===== config.mk =====
export PLATFORM = sky130hd
export DESIGN_NAME = vga_sync_decoder
export DESIGN_NICKNAME = d
export VERILOG_FILES = /design/src/rtl/vga_sync_decoder.sv
export SDC_FILE = /design/constraint.sdc
export NUM_CORES = 1
export LEC_CHECK = 0
export BUFFER_PORTS_ARGS = -buffer_cell sky130_fd_sc_hd__buf_4
export CORE_ASPECT_RATIO = 0.5
export CORE_MARGIN = 5
export CORE_UTILIZATION = 45
export CTS_CLUSTER_DIAMETER = 200
export DETAILED_ROUTE_END_ITERATION = 10
export PLACE_DENSITY = 0.69
export SYNTH_ARGS = -nofsm -noshare
export SYNTH_HDL_FRONTEND = slang
export SYNTH_SLANG_ARGS = --single-unit

===== constraint.sdc =====
create_clock -name I_clk -period 2.3 [get_ports I_clk]
set_input_delay 0.115 -clock I_clk [delete_from_list [all_inputs] [get_ports I_clk]]
set_output_delay 0.115 -clock I_clk [all_outputs]
set_load 0.01 [all_outputs]

===== src/rtl/vga_sync_decoder.sv =====
// VGA sync receiver: rebuilds pixel coordinates and active-video from Hsync/Vsync
// and locks onto the configured timing. `VGA_SYNC_WIDTH_CHK_EN adds sync-width checks.
module vga_sync_decoder #(
  parameter int H_SYNC   = 96,
  parameter int H_BACK   = 48,
  parameter int H_ACTIVE = 640,
  parameter int H_TOTAL  = 800,
  parameter int V_SYNC   = 2,
  parameter int V_BACK   = 33,
  parameter int V_ACTIVE = 480,
  parameter int V_TOTAL  = 525
) (
  input  logic        I_clk,
  input  logic        I_rst_n,
  input  logic        I_hs,
  input  logic        I_vs,
  output logic [11:0] O_h_cnt,
  output logic [11:0] O_v_cnt,
  output logic        O_active,
  output logic        O_locked,
  output logic        O_frame_start,
  output logic        O_err,
  output logic [11:0] O_line_len,
  output logic [11:0] O_frame_lines
);

  localparam logic [11:0] L_CNT_MAX  = 12'hFFF;
  localparam logic [11:0] L_H_TOTAL  = 12'(H_TOTAL);
  localparam logic [11:0] L_V_TOTAL  = 12'(V_TOTAL);
  localparam logic [11:0] L_H_ACT_LO = 12'(H_SYNC + H_BACK);
  localparam logic [11:0] L_H_ACT_HI = 12'(H_SYNC + H_BACK + H_ACTIVE);
  localparam logic [11:0] L_V_ACT_LO = 12'(V_SYNC + V_BACK);
  localparam logic [11:0] L_V_ACT_HI = 12'(V_SYNC + V_BACK + V_ACTIVE);

  typedef enum logic [1:0] {
    ST_SEARCH  = 2'd0,
    ST_MEASURE = 2'd1,
    ST_LOCKED  = 2'd2
  } state_t;

  logic        r_hs_q1, r_hs_q2, r_vs_q1, r_vs_q2;
  logic [11:0] r_h_cnt, r_v_cnt, r_line_len, r_frame_lines;
  logic        r_vs_pend, r_frame_start, r_line_chk;
  logic        r_active, r_locked, r_err, r_bad;
  state_t      r_state;

  logic        w_hs_fall, w_vs_fall, w_frame_qual, w_h_sat;
  logic [11:0] w_h_nxt, w_v_nxt;
  logic        w_h_in, w_v_in, w_sync_bad, w_bad_line, w_frame_ok;
  state_t      w_state_nxt;
  logic        w_bad_nxt, w_err_nxt, w_locked_nxt;

  assign w_hs_fall    = r_hs_q2 & ~r_hs_q1;
  assign w_vs_fall    = r_vs_q2 & ~r_vs_q1;
  assign w_frame_qual = w_hs_fall & (r_vs_pend | w_vs_fall);
  assign w_h_sat      = (r_h_cnt == L_CNT_MAX);

  // Two-stage input sampling; idles at the inactive (high) sync level
  always_ff @(posedge I_clk or negedge I_rst_n) begin
    if (!I_rst_n) begin
      r_hs_q1 <= 1'b1;
      r_hs_q2 <= 1'b1;
      r_vs_q1 <= 1'b1;
      r_vs_q2 <= 1'b1;
    end else begin
      r_hs_q1 <= I_hs;
      r_hs_q2 <= r_hs_q1;
      r_vs_q1 <= I_vs;
      r_vs_q2 <= r_vs_q1;
    end
  end

  // Next coordinate values, shared by the counters and the active-video decode
  always_comb begin
    w_h_nxt = r_h_cnt;
    w_v_nxt = r_v_cnt;
    if (w_hs_fall) begin
      w_h_nxt = 12'd0;
    end else if (!w_h_sat) begin
      w_h_nxt = r_h_cnt + 12'd1;
    end else begin
      w_h_nxt = r_h_cnt;
    end
    if (w_frame_qual) begin
      w_v_nxt = 12'd0;
    end else if (w_hs_fall && (r_v_cnt != L_CNT_MAX)) begin
      w_v_nxt = r_v_cnt + 12'd1;
    end else begin
      w_v_nxt = r_v_cnt;
    end
  end

  // Coordinate counters and line/frame length capture
  always_ff @(posedge I_clk or negedge I_rst_n) begin
    if (!I_rst_n) begin
      r_h_cnt       <= 12'd0;
      r_v_cnt       <= 12'd0;
      r_line_len    <= 12'd0;
      r_frame_lines <= 12'd0;
      r_vs_pend     <= 1'b0;
      r_frame_start <= 1'b0;
      r_line_chk    <= 1'b0;
    end else begin
      r_h_cnt       <= w_h_nxt;
      r_v_cnt       <= w_v_nxt;
      r_line_chk    <= w_hs_fall;
      r_frame_start <= w_frame_qual;
      if (w_hs_fall) begin
        r_line_len <= r_h_cnt + 12'd1;
      end
      if (w_frame_qual) begin
        r_frame_lines <= r_v_cnt + 12'd1;
      end
      // A vsync edge waits here until the next hsync edge opens the frame
      if (w_frame_qual) begin
        r_vs_pend <= 1'b0;
      end else if (w_vs_fall) begin
        r_vs_pend <= 1'b1;
      end
    end
  end

`ifdef VGA_SYNC_WIDTH_CHK_EN
  localparam logic [11:0] L_H_SYNC = 12'(H_SYNC);
  localparam logic [11:0] L_V_SYNC = 12'(V_SYNC);

  logic        w_hs_rise, w_vs_rise;
  logic [11:0] r_vs_lines;

  assign w_hs_rise = ~r_hs_q2 & r_hs_q1;
  assign w_vs_rise = ~r_vs_q2 & r_vs_q1;

  // Vsync low width in hsync edges; the frame-opening edge counts as the first
  always_ff @(posedge I_clk or negedge I_rst_n) begin
    if (!I_rst_n) begin
      r_vs_lines <= 12'd0;
    end else if (w_frame_qual) begin
      r_vs_lines <= 12'd1;
    end else if (w_hs_fall && !r_vs_q1 && (r_vs_lines != L_CNT_MAX)) begin
      r_vs_lines <= r_vs_lines + 12'd1;
    end
  end

  // Hsync width reuses the line counter: it restarts at 0 on the falling edge
  assign w_sync_bad = (w_hs_rise && ((r_h_cnt + 12'd1) != L_H_SYNC)) ||
                      (w_vs_rise && (r_vs_lines != L_V_SYNC));
`else
  assign w_sync_bad = 1'b0;
`endif

  assign w_bad_line = (r_line_chk && (r_line_len != L_H_TOTAL)) || w_sync_bad;
  assign w_frame_ok = (r_frame_lines == L_V_TOTAL);

  // Lock FSM: next state, bad-line flag and error pulse
  always_comb begin
    w_state_nxt = r_state;
    w_bad_nxt   = r_bad;
    w_err_nxt   = 1'b0;
    case (r_state)
      ST_SEARCH: begin
        w_bad_nxt = 1'b0;
        if (r_frame_start) begin
          w_state_nxt = ST_MEASURE;
        end else begin
          w_state_nxt = ST_SEARCH;
        end
      end
      ST_MEASURE: begin
        if (w_h_sat) begin
          w_state_nxt = ST_SEARCH;
          w_bad_nxt   = 1'b0;
        end else if (r_frame_start) begin
          // The line closing the frame is judged in the same cycle
          if (!r_bad && !w_bad_line && w_frame_ok) begin
            w_state_nxt = ST_LOCKED;
          end else begin
            w_state_nxt = ST_MEASURE;
          end
          w_bad_nxt = 1'b0;
        end else if (w_bad_line) begin
          w_bad_nxt = 1'b1;
        end else begin
          w_bad_nxt = r_bad;
        end
      end
      ST_LOCKED: begin
        if (w_bad_line || (r_frame_start && !w_frame_ok) || w_h_sat) begin
          w_state_nxt = ST_SEARCH;
          w_err_nxt   = 1'b1;
          w_bad_nxt   = 1'b0;
        end else begin
          w_state_nxt = ST_LOCKED;
        end
      end
      default: begin
        w_state_nxt = ST_SEARCH;
        w_bad_nxt   = 1'b0;
      end
    endcase
  end

  assign w_locked_nxt = (w_state_nxt == ST_LOCKED);
  assign w_h_in       = (w_h_nxt >= L_H_ACT_LO) && (w_h_nxt < L_H_ACT_HI);
  assign w_v_in       = (w_v_nxt >= L_V_ACT_LO) && (w_v_nxt < L_V_ACT_HI);

  // FSM state and registered status outputs
  always_ff @(posedge I_clk or negedge I_rst_n) begin
    if (!I_rst_n) begin
      r_state  <= ST_SEARCH;
      r_bad    <= 1'b0;
      r_err    <= 1'b0;
      r_locked <= 1'b0;
      r_active <= 1'b0;
    end else begin
      r_state  <= w_state_nxt;
      r_bad    <= w_bad_nxt;
      r_err    <= w_err_nxt;
      r_locked <= w_locked_nxt;
      r_active <= w_locked_nxt && w_h_in && w_v_in;
    end
  end

  assign O_h_cnt       = r_h_cnt;
  assign O_v_cnt       = r_v_cnt;
  assign O_active      = r_active;
  assign O_locked      = r_locked;
  assign O_frame_start = r_frame_start;
  assign O_err         = r_err;
  assign O_line_len    = r_line_len;
  assign O_frame_lines = r_frame_lines;

endmodule


-- Yosys cells after proc, flatten, opt, wreduce, memory -nomap -nowiden
Index checks and enable logic that the tools add are counted.
- bits in registers: 61
- output and inout port bits: 52
- add/sub/neg operators: 2
- magnitude comparators: 4
- equal/unequal tests: 9
- muxes and demuxes: 19
- bitwise operators: 6
- reductions and logical operators: 17
- operators by type and width (cell ; count):
    $mux 12 ; 4
    $add 12x1->12 const B ; 2
    $lt 12x10->1 const B ; 2
    $eq 12x10->1 const B ; 1
    $eq 12x12->1 const B ; 1
    $ge 12x6->1 const B ; 1
    $ge 12x8->1 const B ; 1
    $ne 12x10->1 const B ; 1
    $ne 12x12->1 const B ; 1
    $logic_and 1x1->1 ; 9
    $mux 1 ; 9
    $mux 2 ; 4
    $pmux 2 s3 ; 1
    $eq 2x2->1 const B ; 2
    $ne 4x4->1 const B ; 1
    $and 1x1->1 ; 3
    $logic_not 1->1 ; 3
    $eq 2x1->1 const B ; 1
    $logic_not 2->1 ; 1
    $logic_or 1x1->1 ; 2
    $ne 2x2->1 const B ; 1
    $not 1->1 ; 2
    $pmux 1 s2 ; 1
    $reduce_and 2->1 ; 1
    other kinds (2) ; 2

-- Depth between registers and ports, before layout
- word-level depth: 12
- depth in mapped cells: 10
- depth with buffers taken out: 8

-- Worst setup path after synthesis
OpenSTA, ideal clock, no wires.
- path kind: reg-to-reg
- start point: register r_h_cnt[0], in the netlist O_h_cnt[0]
- end point: register r_active, in the netlist O_active
- data arrival time: 2.290 ns
- path slack: -0.070 ns
- stages on the path, launching flop included: 9
- path buffers: 1
- cells stage by stage: dfrtp_1 ha_1 nand2_1 or4_4 buf_6 a41oi_2 o32ai_1 or4_1 nor3_2
- cells in the longest elaborated chain, start to end: 7
- elaborated cells between the ends (all ways): 14
- ends and longest elaborated chain (item ; line ; RTL):
    start: declaration ; 42 ; logic [11:0] r_h_cnt, r_v_cnt, r_line_len, r_frame_lines;
    start signal: assignment ; 104 ; r_h_cnt <= w_h_nxt;
    $add 12x1->12 / $eq 12x12->1 (equally long branches) ; 80, 56 ;
    $mux 12 / $logic_or 1x1->1 (equally long branches) ; 79, 187 ;
    $mux 12 / $mux 2 (equally long branches) ; 77, 187 ;
    $ge 12x8->1 (tied with other cells) ; 203 ; assign w_h_in = (w_h_nxt >= L_H_ACT_LO) && (w_h_nxt < L_H_ACT_HI);
    $logic_and 1x1->1 / $eq 2x2->1 (equally long branches) ; 203, 202 ;
    $logic_and 1x1->1 * (2 in a row) ; 219 ; r_active <= w_locked_nxt && w_h_in && w_v_in;
    end signal: assignment ; 219 ;
    end: declaration ; 44 ; logic r_active, r_locked, r_err, r_bad;
Mark *: on every way between the ends. The rest lies on a longest branch, timed or not.
A chain may end at the register's enable or synchronous reset.

-- Worst setup path after layout
Ends and elaborated chain as after synthesis.

==> out/summary.txt <==
Async SR Flop Fraction -> 100%
Die Width -> 125 um
Post-route ant nets -> 0
CTS tree -> built
Clk Latency, worst-skew pair -> 0.33 ns
Drt drc -> 0
Final min period -> 2.27 ns
Top post-synthesis cells by area -> dfrtp_1 (48%), nand2_1 (5.6%), xnor2_1 (5.0%), o21ai_0 (4.5%), dfstp_2 (3.5%)
Site row count -> 20
Syn nets -> 314
Commonest cells in the netlist -> dfrtp_1 (57), nand2_1 (44), o21ai_0 (27), nor2_1 (24), xnor2_1 (17)
Total CTS buffers -> 9
First-pass GRT wire length -> 13,300 um
Hold path endpoint -> r_vs_q2
Footprint of the multi-input gates -> 0.00152 sq mm
Final hold violation count -> 0
Area growth from synthesis to layout -> 48.9%
Crit-path max FO -> 5
Layout cell share with drive strength beyond 1 -> 40.7%
Critical Path Max Stage Delay -> 0.56 ns
Initial antenna violation count -> 0
CTS Buffer Depth -> 2
Largest net degree at the start of global routing -> 62
Tcrit/Tclk final -> 98.6%
Switching Share -> 28.8%
Critical Path RT -> 2.55 ns
Combinational power share -> 28.3%
Slowest CP cell -> or4_4
Top Family by Delay on Critical Path -> simple AND/OR/NAND/NOR gates
Mapped Cells -> 308
Placed Cells -> 490
GRT Total Usage -> 20.0%
Fin nets -> 436
Seq/Total Area, Yosys -> 51.5%
Clock Power Share -> 34.5%
Status -> finished clean
Synthesized cell area -> 0.00297 sq mm
Avg WL per Cell -> 15.8 um
Maximum clock rate -> 441 MHz
Critical R2R Capture -> O_active
Worst-Margin Slew -> 0.773 ns
Synthesized flop and latch total -> 61
R2R cell count -> 7
Crit end category -> flip-flop
RSZ-0062 raised after global routing -> true
Sequential fraction of design power -> 37.2%
Startpoint types -> flip-flop
Die ar. -> 0.00843 sq mm
Crit Path Class -> flip-flop to flip-flop
Vias in the first global route -> 2,712
PD cells -> 802 mW/mm^2
P_sw -> 1.02 mW
DR pass1 iterations -> 4
Gpl congestion -> 0.888
Core area -> 0.00623 sq mm
Setup slack, reg-to-reg -> 0.03 ns
Post-Layout Cell Count -> 523
CP arrival -> 2.51 ns
Root buffer cell -> clkbuf_16
Final setup fails -> 0
Initial DRC Count -> 201
N_diodes -> 0
Most used DFF post-synth -> dfrtp_1
HP Class -> flip-flop to flip-flop
Most frequent cell after synthesis -> dfrtp_1
Final TNS setup -> 0 ns
Sink Count -> 61
Worst-path clk slew -> 0.05 ns
Initial Utilization -> 47.7%
VDD IR max -> 0.571 mV
Yosys top cell area share -> 48.0%
Register area -> 0.00154 sq mm
Start point of the worst min-delay path -> r_vs_q1
Syn. warnings -> 0
Post-synth top area cell -> dfrtp_1
Most frequent CP cell -> or4_4
P_leak -> 2.04 nW
Placed wire-length estimate -> 5590 um
Crit path depth -> 7
Max transition margin -> 48.4%
I/O pins -> 56
Worst path buffer plus inverter count -> 0
Clock skew -> 0.00464 ns
Worst R2R Start -> O_h_cnt[0]
H-tree levels -> 3
Min-Delay Path Depth -> 0
Port Buffer Count -> 55
Mapped Avg Cell Area -> 9.65 sq um
Vias -> 2,789
Yosys cell types -> 52
Fillers -> 437
P_int -> 2.53 mW
Grt total ovfl -> 0
Max cap viols -> 0
Pins Over Slew Limit -> 0
WL final -> 8250 um
Die span in y -> 67.5 um
CP cell instances -> ha_4, nand2_4, or4_4, a41oi_2, o32ai_2, or4_4, nor3_2
Vias/cell -> 5.33
EDFF count, synth -> 0
Total power draw -> 3.55 mW
## sequential cells by signal, summed over array words and instances, names as in the netlist, 2 cells and up
register / flops
r_state: 2
O_v_cnt: 12
O_frame_lines: 12
O_line_len: 12
O_h_cnt: 12
## what timing repair did
item	4_1_cts	5_1_grt
gates cloned	0	0
resized for setup	7	27
buffers inserted	1	13
hold buffers	3	0
hold endpoints to repair	59	0
pin swaps	7	13
setup endpoints to repair	1	1
## layer usage
metal / track usage [%] / wire length [um]
met1: 24.5 / 3670
met2: 33.6 / 4040
met3: 7.03 / 447
met4: 7.57 / 83
met5: 0 / 0
## stage by stage
stage                     utilization (%)  setup slack [ns]  cell area, sq um  hold WS, ns
after floorplan                         -           0.00389              2980       -0.181
after global placement               61.6           -0.0360              3840        0.221
after detailed placement             61.6            -0.154              3840        0.225
after CTS                            67.2            0.0218              4190        0.366
after global routing                 71.1           -0.0543              4430        0.373
final                                71.1            0.0328              4430        0.366
## logic make-up (layout without fill, tap and decap cells)
logic type	Yosys count	count (layout)	share of synthesized area, %
AOI/OAI and AO/OA	60	60	12.6
adders and majority gates	2	2	0.842
DFF	61	61	51.5
buffers and inverters	23	150	3.24
and+or+nand+nor	135	135	23.7
xor gates and xnor gates	24	24	7.07
muxes	3	3	1.01
## worst max-delay path by stage
stage	startpoint	end	slack [ns]
after floorplan	O_h_cnt[0]	O_active	0.004
after global placement	O_line_len[6]	O_active	-0.04
after detailed placement	O_frame_lines[6]	O_active	-0.15
after CTS	r_hs_q2	O_active	0.02
after global routing	O_h_cnt[0]	O_active	-0.05
final	O_h_cnt[0]	O_active	0.03
## cell type report
cell class	instances	share of cell area, %
inverters	9	0.763
well taps	88	2.49
flip-flops and latches	61	34.7
repair buffers	125	21.5
clock inverters	1	0.113
clock buffers	15	6.05
multi-input cells	224	34.4
## power groups by stage
stage               clock [mW]  combinational [mW]  sequential [mW]
finish                    1.23                1.00             1.32
global route              1.31                1.09             1.34
CTS                       1.25               0.818             1.30
detailed placement           0               0.807             1.31
global placement             0               0.789             1.31
floorplan                    0               0.307             1.38
## cells in the final DEF, fill, tap and decap left out, drive strengths merged, types with 2 or more instances in the layout
master	instances
nor4bb	2
and3	3
nand4	4
nand2	44
buf	122
ha	2
o211a	2
a31oi	2
nor4	8
clkinv	2
clkbuf	15
nand3	15
o21ai	28
nor4b	4
nand2b	5
inv	8
or2	3
mux2i	3
dfstp	4
dlygate4sd3	3
xnor2	17
or3	2
dfrtp	57
or4	3
nor2	24
a32o	3
xor2	7
o211ai	2
a21oi	14
a211oi	2
nor3	13
Power figures use the tool's default switching activity.
